===== config.mk =====
export PLATFORM = sky130hd
export DESIGN_NAME = current_tile_mem_flat
export DESIGN_NICKNAME = d
export VERILOG_FILES = /design/src/rtl/tetris_pkg.sv /design/src/rtl/current_tile_mem_if.sv /design/src/rtl/tile_shape_rom.sv /design/src/rtl/current_tile_mem.sv /design/src/flat_wrapper.sv
export SDC_FILE = /design/constraint.sdc
export NUM_CORES = 1
export LEC_CHECK = 0
export BUFFER_PORTS_ARGS = -buffer_cell sky130_fd_sc_hd__clkbuf_2
export CAP_MARGIN = 20
export CORE_MARGIN = 5
export CORE_UTILIZATION = 57
export CTS_CLUSTER_DIAMETER = 80
export DETAILED_ROUTE_END_ITERATION = 8
export PLACE_DENSITY = 0.86
export REMOVE_ABC_BUFFERS = 1
export SLEW_MARGIN = 20
export SYNTH_ARGS = -nofsm -noshare
export SYNTH_HDL_FRONTEND = slang
export SYNTH_SLANG_ARGS = --single-unit

===== constraint.sdc =====
create_clock -name clk_i -period 6.3 [get_ports clk_i]
set_input_delay 0.315 -clock clk_i [delete_from_list [all_inputs] [get_ports clk_i]]
set_output_delay 0.315 -clock clk_i [all_outputs]
set_load 0.005 [all_outputs]

===== src/rtl/tetris_pkg.sv =====
// Shared types for the falling-tile datapath: tile kinds, board points, cell
// offsets and the shape table giving each tile's four cells per rotation.
package tetris_pkg;

  typedef enum logic [2:0] {eNon, eI, eO, eT, eS, eZ, eJ, eL} tile_type_e;

  typedef struct packed {
    logic [7:0] x;
    logic [7:0] y;
  } point_t;

  typedef struct packed {
    logic signed [2:0] dx;
    logic signed [2:0] dy;
  } offset_t;

  typedef enum logic {eIDLE, eUPDATE} state_e;

  function automatic offset_t ofs(int dx, int dy);
    offset_t o;
    o.dx = 3'(dx);
    o.dy = 3'(dy);
    return o;
  endfunction

  // Indexed [type][angle][idx]; y grows downward, each angle is the previous
  // one rotated a quarter turn about the pivot.
  localparam offset_t shape_table_lp [8][4][4] = '{
    '{'{ofs( 0, 0), ofs( 0, 0), ofs( 0, 0), ofs( 0, 0)},
      '{ofs( 0, 0), ofs( 0, 0), ofs( 0, 0), ofs( 0, 0)},
      '{ofs( 0, 0), ofs( 0, 0), ofs( 0, 0), ofs( 0, 0)},
      '{ofs( 0, 0), ofs( 0, 0), ofs( 0, 0), ofs( 0, 0)}},
    '{'{ofs(-1, 0), ofs( 0, 0), ofs( 1, 0), ofs( 2, 0)},
      '{ofs( 0,-1), ofs( 0, 0), ofs( 0, 1), ofs( 0, 2)},
      '{ofs( 1, 0), ofs( 0, 0), ofs(-1, 0), ofs(-2, 0)},
      '{ofs( 0, 1), ofs( 0, 0), ofs( 0,-1), ofs( 0,-2)}},
    '{'{ofs( 0, 0), ofs( 1, 0), ofs( 0, 1), ofs( 1, 1)},
      '{ofs( 0, 0), ofs( 0, 1), ofs(-1, 0), ofs(-1, 1)},
      '{ofs( 0, 0), ofs(-1, 0), ofs( 0,-1), ofs(-1,-1)},
      '{ofs( 0, 0), ofs( 0,-1), ofs( 1, 0), ofs( 1,-1)}},
    '{'{ofs(-1, 0), ofs( 0, 0), ofs( 1, 0), ofs( 0, 1)},
      '{ofs( 0,-1), ofs( 0, 0), ofs( 0, 1), ofs(-1, 0)},
      '{ofs( 1, 0), ofs( 0, 0), ofs(-1, 0), ofs( 0,-1)},
      '{ofs( 0, 1), ofs( 0, 0), ofs( 0,-1), ofs( 1, 0)}},
    '{'{ofs( 0, 0), ofs( 1, 0), ofs(-1, 1), ofs( 0, 1)},
      '{ofs( 0, 0), ofs( 0, 1), ofs(-1,-1), ofs(-1, 0)},
      '{ofs( 0, 0), ofs(-1, 0), ofs( 1,-1), ofs( 0,-1)},
      '{ofs( 0, 0), ofs( 0,-1), ofs( 1, 1), ofs( 1, 0)}},
    '{'{ofs(-1, 0), ofs( 0, 0), ofs( 0, 1), ofs( 1, 1)},
      '{ofs( 0,-1), ofs( 0, 0), ofs(-1, 0), ofs(-1, 1)},
      '{ofs( 1, 0), ofs( 0, 0), ofs( 0,-1), ofs(-1,-1)},
      '{ofs( 0, 1), ofs( 0, 0), ofs( 1, 0), ofs( 1,-1)}},
    '{'{ofs(-1, 0), ofs( 0, 0), ofs( 1, 0), ofs( 1, 1)},
      '{ofs( 0,-1), ofs( 0, 0), ofs( 0, 1), ofs(-1, 1)},
      '{ofs( 1, 0), ofs( 0, 0), ofs(-1, 0), ofs(-1,-1)},
      '{ofs( 0, 1), ofs( 0, 0), ofs( 0,-1), ofs( 1,-1)}},
    '{'{ofs(-1, 0), ofs( 0, 0), ofs( 1, 0), ofs(-1, 1)},
      '{ofs( 0,-1), ofs( 0, 0), ofs( 0, 1), ofs(-1,-1)},
      '{ofs( 1, 0), ofs( 0, 0), ofs(-1, 0), ofs( 1,-1)},
      '{ofs( 0, 1), ofs( 0, 0), ofs( 0,-1), ofs( 1, 1)}}
  };

  function automatic offset_t tile_cell_offset(tile_type_e t, logic [1:0] a, logic [1:0] i);
    return shape_table_lp[t][a][i];
  endfunction

  // Per-axis modulo-256 add; negative offsets wrap to large values.
  function automatic point_t add_offset(point_t p, offset_t o);
    point_t r;
    r.x = p.x + {{5{o.dx[2]}}, o.dx};
    r.y = p.y + {{5{o.dy[2]}}, o.dy};
    return r;
  endfunction

endpackage


===== src/rtl/current_tile_mem_if.sv =====
// Set-strobe bus between the rotate/move executors, the spawner and the tile
// state holder, plus the expanded tile state returned to them.
interface current_tile_mem_if;
  import tetris_pkg::*;

  logic         spawn_v_i;
  tile_type_e   spawn_type_i;
  point_t       spawn_pos_i;
  logic         rot_set_v_i;
  tile_type_e   rot_type_i;
  logic [1:0]   rot_angle_i;
  logic         mov_set_v_i;
  point_t       mov_pos_i;

  logic         ready_o;
  tile_type_e   type_o;
  logic [1:0]   angle_o;
  point_t       pos_o;
  point_t [3:0] cells_o;
  logic         tile_v_o;
  logic         oob_o;
  logic         drop_o;

  modport master (
    output spawn_v_i, spawn_type_i, spawn_pos_i,
           rot_set_v_i, rot_type_i, rot_angle_i,
           mov_set_v_i, mov_pos_i,
    input  ready_o, type_o, angle_o, pos_o, cells_o, tile_v_o, oob_o, drop_o
  );

  modport slave (
    input  spawn_v_i, spawn_type_i, spawn_pos_i,
           rot_set_v_i, rot_type_i, rot_angle_i,
           mov_set_v_i, mov_pos_i,
    output ready_o, type_o, angle_o, pos_o, cells_o, tile_v_o, oob_o, drop_o
  );
endinterface


===== src/rtl/tile_shape_rom.sv =====
// Combinational lookup of one cell offset of a tile at a given rotation.
module tile_shape_rom
  import tetris_pkg::*;
(
  input  tile_type_e tile_type,
  input  logic [1:0] angle,
  input  logic [1:0] idx,
  output offset_t    offset
);

  assign offset = tile_cell_offset(tile_type, angle, idx);

endmodule


===== src/rtl/current_tile_mem.sv =====
// Falling-tile state: type, angle and pivot, expanded one cell per cycle into
// absolute board coordinates with an out-of-bounds summary.
module current_tile_mem
  import tetris_pkg::*;
#(
  parameter int width_p  = 16,
  parameter int height_p = 32
) (
  input logic               clk_i,
  input logic               reset_n_i,
  current_tile_mem_if.slave tile_bus
);

  state_e       state_r;
  logic [1:0]   idx_r;
  tile_type_e   type_r;
  logic [1:0]   angle_r;
  point_t       pos_r;
  point_t [3:0] cells_r;
  logic         oob_r;
  logic         drop_r;
  logic         ready_r;

  offset_t      cell_ofs;
  point_t       cell_next;
  logic         cell_oob;
  logic         any_set;
  logic         multi_set;

  tile_shape_rom u_shape_rom (
    .tile_type (type_r),
    .angle     (angle_r),
    .idx       (idx_r),
    .offset    (cell_ofs)
  );

  assign cell_next = add_offset(pos_r, cell_ofs);
  assign cell_oob  = (int'({24'd0, cell_next.x}) >= width_p) ||
                     (int'({24'd0, cell_next.y}) >= height_p);

  assign any_set   = tile_bus.spawn_v_i | tile_bus.rot_set_v_i | tile_bus.mov_set_v_i;
  assign multi_set = (tile_bus.spawn_v_i   & tile_bus.rot_set_v_i) |
                     (tile_bus.spawn_v_i   & tile_bus.mov_set_v_i) |
                     (tile_bus.rot_set_v_i & tile_bus.mov_set_v_i);

  always_ff @(posedge clk_i or negedge reset_n_i) begin
    if (!reset_n_i) begin
      state_r <= eIDLE;
      idx_r   <= 2'd0;
      type_r  <= eNon;
      angle_r <= 2'd0;
      pos_r   <= '0;
      cells_r <= '0;
      oob_r   <= 1'b0;
      drop_r  <= 1'b0;
      ready_r <= 1'b1;
    end else begin
      drop_r <= 1'b0;
      case (state_r)
        eIDLE: begin
          if (any_set) begin
            state_r <= eUPDATE;
            idx_r   <= 2'd0;
            ready_r <= 1'b0;
            oob_r   <= 1'b0;
            // Lower-priority strobes arriving alongside the winner are lost.
            drop_r  <= multi_set;
            if (tile_bus.spawn_v_i) begin
              type_r  <= tile_bus.spawn_type_i;
              angle_r <= 2'd0;
              pos_r   <= tile_bus.spawn_pos_i;
            end else if (tile_bus.rot_set_v_i) begin
              type_r  <= tile_bus.rot_type_i;
              angle_r <= tile_bus.rot_angle_i;
            end else begin
              pos_r   <= tile_bus.mov_pos_i;
            end
          end
        end
        eUPDATE: begin
          cells_r[idx_r] <= cell_next;
          oob_r          <= oob_r | cell_oob;
          idx_r          <= idx_r + 2'd1;
          drop_r         <= any_set;
          if (idx_r == 2'd3) begin
            state_r <= eIDLE;
            ready_r <= 1'b1;
          end
        end
        default: begin
          state_r <= eIDLE;
          ready_r <= 1'b1;
        end
      endcase
    end
  end

  assign tile_bus.ready_o  = ready_r;
  assign tile_bus.type_o   = type_r;
  assign tile_bus.angle_o  = angle_r;
  assign tile_bus.pos_o    = pos_r;
  assign tile_bus.cells_o  = cells_r;
  assign tile_bus.tile_v_o = (type_r != eNon);
  assign tile_bus.oob_o    = oob_r;
  assign tile_bus.drop_o   = drop_r;

endmodule


===== src/flat_wrapper.sv =====
// flat-port wrapper written by rule: the top's interface ports become plain ports
module current_tile_mem_flat import tetris_pkg::*;
#(
  parameter int width_p  = 16,
  parameter int height_p = 32
)
  (clk_i, reset_n_i, tile_bus_spawn_v_i, tile_bus_spawn_type_i, tile_bus_spawn_pos_i, tile_bus_rot_set_v_i, tile_bus_rot_type_i, tile_bus_rot_angle_i, tile_bus_mov_set_v_i, tile_bus_mov_pos_i, tile_bus_ready_o, tile_bus_type_o, tile_bus_angle_o, tile_bus_pos_o, tile_bus_cells_o, tile_bus_tile_v_o, tile_bus_oob_o, tile_bus_drop_o);
  current_tile_mem_if tile_bus_i ();
  input logic clk_i;
  input logic reset_n_i;
  input wire logic [$bits(tile_bus_i.spawn_v_i)-1:0] tile_bus_spawn_v_i;
  input wire logic [$bits(tile_bus_i.spawn_type_i)-1:0] tile_bus_spawn_type_i;
  input wire logic [$bits(tile_bus_i.spawn_pos_i)-1:0] tile_bus_spawn_pos_i;
  input wire logic [$bits(tile_bus_i.rot_set_v_i)-1:0] tile_bus_rot_set_v_i;
  input wire logic [$bits(tile_bus_i.rot_type_i)-1:0] tile_bus_rot_type_i;
  input wire logic [$bits(tile_bus_i.rot_angle_i)-1:0] tile_bus_rot_angle_i;
  input wire logic [$bits(tile_bus_i.mov_set_v_i)-1:0] tile_bus_mov_set_v_i;
  input wire logic [$bits(tile_bus_i.mov_pos_i)-1:0] tile_bus_mov_pos_i;
  output wire logic [$bits(tile_bus_i.ready_o)-1:0] tile_bus_ready_o;
  output wire logic [$bits(tile_bus_i.type_o)-1:0] tile_bus_type_o;
  output wire logic [$bits(tile_bus_i.angle_o)-1:0] tile_bus_angle_o;
  output wire logic [$bits(tile_bus_i.pos_o)-1:0] tile_bus_pos_o;
  output wire logic [$bits(tile_bus_i.cells_o)-1:0] tile_bus_cells_o;
  output wire logic [$bits(tile_bus_i.tile_v_o)-1:0] tile_bus_tile_v_o;
  output wire logic [$bits(tile_bus_i.oob_o)-1:0] tile_bus_oob_o;
  output wire logic [$bits(tile_bus_i.drop_o)-1:0] tile_bus_drop_o;
  assign tile_bus_i.spawn_v_i = tile_bus_spawn_v_i;
  assign tile_bus_i.spawn_type_i = tile_bus_spawn_type_i;
  assign tile_bus_i.spawn_pos_i = tile_bus_spawn_pos_i;
  assign tile_bus_i.rot_set_v_i = tile_bus_rot_set_v_i;
  assign tile_bus_i.rot_type_i = tile_bus_rot_type_i;
  assign tile_bus_i.rot_angle_i = tile_bus_rot_angle_i;
  assign tile_bus_i.mov_set_v_i = tile_bus_mov_set_v_i;
  assign tile_bus_i.mov_pos_i = tile_bus_mov_pos_i;
  assign tile_bus_ready_o = tile_bus_i.ready_o;
  assign tile_bus_type_o = tile_bus_i.type_o;
  assign tile_bus_angle_o = tile_bus_i.angle_o;
  assign tile_bus_pos_o = tile_bus_i.pos_o;
  assign tile_bus_cells_o = tile_bus_i.cells_o;
  assign tile_bus_tile_v_o = tile_bus_i.tile_v_o;
  assign tile_bus_oob_o = tile_bus_i.oob_o;
  assign tile_bus_drop_o = tile_bus_i.drop_o;
  current_tile_mem #(.width_p(width_p), .height_p(height_p)) u_core (.clk_i(clk_i), .reset_n_i(reset_n_i), .tile_bus(tile_bus_i));
endmodule

==> flow_summary.json <==
{
  "status": "finished clean",
  "antenna_found_initial": 0,
  "ff2ff_path_depth": 15,
  "drt_iter0_drc": 204,
  "slew_headroom_pct": 32.0,
  "diodes": 0,
  "crit_start": "u_core.tile_bus.type_o[1]$_DFFE_PN0P_",
  "cts.sinks": 91,
  "grt_setup_unrepaired": "false",
  "finClkSkew_ps": 13.3,
  "crit_fanout": 15,
  "min_period_over_period_pct": 61.7,
  "cts_buffers": 9,
  "path_clk_slew_ps": 110,
  "swShare_pct": 46.5,
  "tns_ps": 0,
  "nFillCells": 627,
  "final.min_clock_period_ps": 3890,
  "cts_setup_buffers": 0,
  "rows": 33,
  "cts_resized": 0,
  "htreeDepth": 3,
  "layout.nets": 661,
  "synth_top_area_share_pct": 46.7,
  "async_reset_ff_share_pct": 100,
  "synth_seq_area_share_pct": 47.2,
  "switchingPower_mw": 1.65,
  "path_buf_inv": 1,
  "worstHoldPathType": "input pin to async pin",
  "synth_edf_count": 0,
  "dr.pass1.iters": 5,
  "globalplace.congestion": 0.888,
  "netlist_top_cells_area": "dfrtp_1 47%, o21ai_0 6.9%, ha_1 6.2%, nand2_1 6.0%, mux2_2 5.8%",
  "yosysWarnings": 0,
  "drcViolationCount": 0,
  "synth_commonest_cells": "90 x dfrtp_1, 77 x nand2_1, 67 x o21ai_0",
  "grt_usage_pct": 23.5,
  "clkLatencyLatePin_ps": 370,
  "drive_gt1_share_pct": 31.8,
  "p_per_area_nw_per_um2": 619,
  "instances_no_fill": 700,
  "fmax_mhz": 257,
  "p_int_mw": 1.90,
  "die-width_um": 102,
  "hpwlAfterDp_mm": 8.93,
  "routed_wl_mm": 12.2,
  "worstPathCellList": "inv_1 > ha_1 > mux2i_1 > nand2_1 > and3_1 > o21ba_2 > o22ai_1 > ha_1 > fa_1 > a21o_1 > a21oi_1 > nor4_1 > nor3_1 > and4_1 > a41oi_2",
  "post_cts_hold_buffer_count": 0,
  "grt_pass1_vias": 3938,
  "multiInputGateArea_um2": 2380,
  "cp_top_family": "simple AND/OR/NAND/NOR gates",
  "clock_power_share_pct": 10.9,
  "viasPerCell": 5.80,
  "r2r_end": "u_core.tile_bus.oob_o$_DFFE_PN0P_",
  "cp-start-kind": "register",
  "postSynthCellCount": 471,
  "rrSetupSlack_ps": 2410,
  "crit_required_ps": 6520,
  "end_kind": "register",
  "fp.coreArea_um2": 8220,
  "synth_area_um2": 4830,
  "cap_violations": 0,
  "grt_max_degree": 92,
  "grt_overflow": 0,
  "yosysTopAreaCell": "dfrtp_1",
  "p_total_mw": 3.54,
  "finalMaxSlewViolations": 0,
  "die_h_um": 102,
  "die_area_um2": 10400,
  "syn2layout_area_growth_pct": 18.5,
  "grt_pass1_wl_mm": 19.2,
  "synth_flop_cell": "dfrtp_1",
  "num_vias": 4058,
  "synth_most_common_cell": "dfrtp_1",
  "syn_avg_cell_area_um2": 10.2,
  "io_buffer_count": 133,
  "finalHoldViolations": 0,
  "antenna_left": 0,
  "tightestPinTransition_ps": 1020,
  "seqCellArea_um2": 2280,
  "worst_path_most_repeated_cell": "ha_1",
  "power.leakage_nw": 2.86,
  "ir_worst_vdd_mv": 0.274,
  "clockBufferDepth": 2,
  "max_stage_delay_ps": 640,
  "power_frac_comb_pct": 56.5,
  "wire_per_inst_um": 17.4,
  "cp_num_cells": 15,
  "worstSetupPathType": "register to register",
  "r2r_start": "u_core.tile_bus.type_o[1]$_DFFE_PN0P_",
  "io_pins": 134,
  "slowest_stage": "dfrtp_1",
  "ys_types": 62,
  "placed_cells": 684,
  "worst_ep_arrival_time_ps": 4100,
  "crit_end": "u_core.tile_bus.oob_o$_DFFE_PN0P_",
  "setup_viol": 0,
  "start_util_pct": 58.7,
  "synth_seq_cells": 91,
  "cts_root_buffer": "clkbuf_8",
  "cts_tree": "yes",
  "seqPwrFrac_pct": 32.6
}
-- placed cells by master, fill, tap and decap left out, types with 10 or more instances in the layout --
master / count
inv_1: 16
dfrtp_1: 90
ha_1: 24
clkbuf_2: 132
mux2i_1: 20
a21oi_1: 22
nand2_1: 77
nor2_1: 10
o21ai_0: 67
mux2_2: 25
-- kinds of logic after synthesis --
kind of cell / share of synthesized area, %
mux: 9.98
xor+xnor: 2.36
fa+ha+maj: 7.26
buf+inv: 3.63
compound gates: 17.5
flops: 47.2
simple gates: 12.1
-- power by group through the flow --
stage	clock network, mW	logic, mW	registers [mW]
floorplan	0	1.27	1.12
global route	0.412	2.21	1.19
finish	0.385	2.00	1.16
CTS	0.387	2.00	1.15
detailed placement	0	1.98	1.16
global placement	0	1.89	1.15
-- flip-flops by register name, indices dropped and copies added (netlist names) --
register                 cells
u_core.tile_bus.drop_o       1
u_core.tile_bus.oob_o        1
u_core.tile_bus.angle_o      2
u_core.tile_bus.cells_o     64
u_core.tile_bus.pos_o       16
u_core.tile_bus.type_o       3
u_core.idx_r                 2
u_core.state_r               1
u_core.tile_bus.ready_o      1
-- how the worst min path moves through the flow --
stage | from | endpoint | depth (start not counted)
floorplan | reset_n_i | u_core.idx_r[0]$_DFFE_PN0P_ | 0
finish | reset_n_i | u_core.tile_bus.cells_o[45]$_DFFE_PN0P_ | 1
detailed placement | u_core.tile_bus.cells_o[45]$_DFFE_PN0P_ | u_core.tile_bus.cells_o[45]$_DFFE_PN0P_ | 2
global route | reset_n_i | u_core.tile_bus.cells_o[45]$_DFFE_PN0P_ | 1
global placement | u_core.tile_bus.cells_o[2]$_DFFE_PN0P_ | u_core.tile_bus.cells_o[2]$_DFFE_PN0P_ | 2
CTS | tile_bus_rot_angle_i[0] | u_core.tile_bus.angle_o[0]$_DFFE_PN0P_ | 2
-- final cells by class --
cell class	instances	share of cell area (%)
Inverter	16	1.05
Timing Repair Buffer	133	11.8
Sequential cell	91	39.8
Multi-Input combinational cell	339	41.7
Tap cell	105	2.30
Clock buffer	9	2.17
Clock inverter	7	1.20
-- per-layer routing --
metal / wire length, um / part of all wire (%) / global-route usage (%)
met1: 4970 / 41 / 29.8
met2: 6010 / 49 / 40.1
met3: 898 / 7.4 / 4.23
met4: 287 / 2.4 / 9.38
met5: 0 / 0 / 0
-- per-stage QoR --
step | utilization, % | setup WS [ps] | instance area (um2) | hold slack (ps)
6_report | 69.6 | 2410 | 5720 | 1.70
5_1_grt | 69.6 | 2020 | 5720 | 62.0
4_1_cts | 69.5 | 2440 | 5710 | 168
3_5_place_dp | 67.1 | 2460 | 5510 | 470
3_3_place_gp | 67.1 | 2590 | 5510 | 459
2_1_floorplan | - | 2850 | 4710 | 19.4
Power figures use the tool's default switching activity.
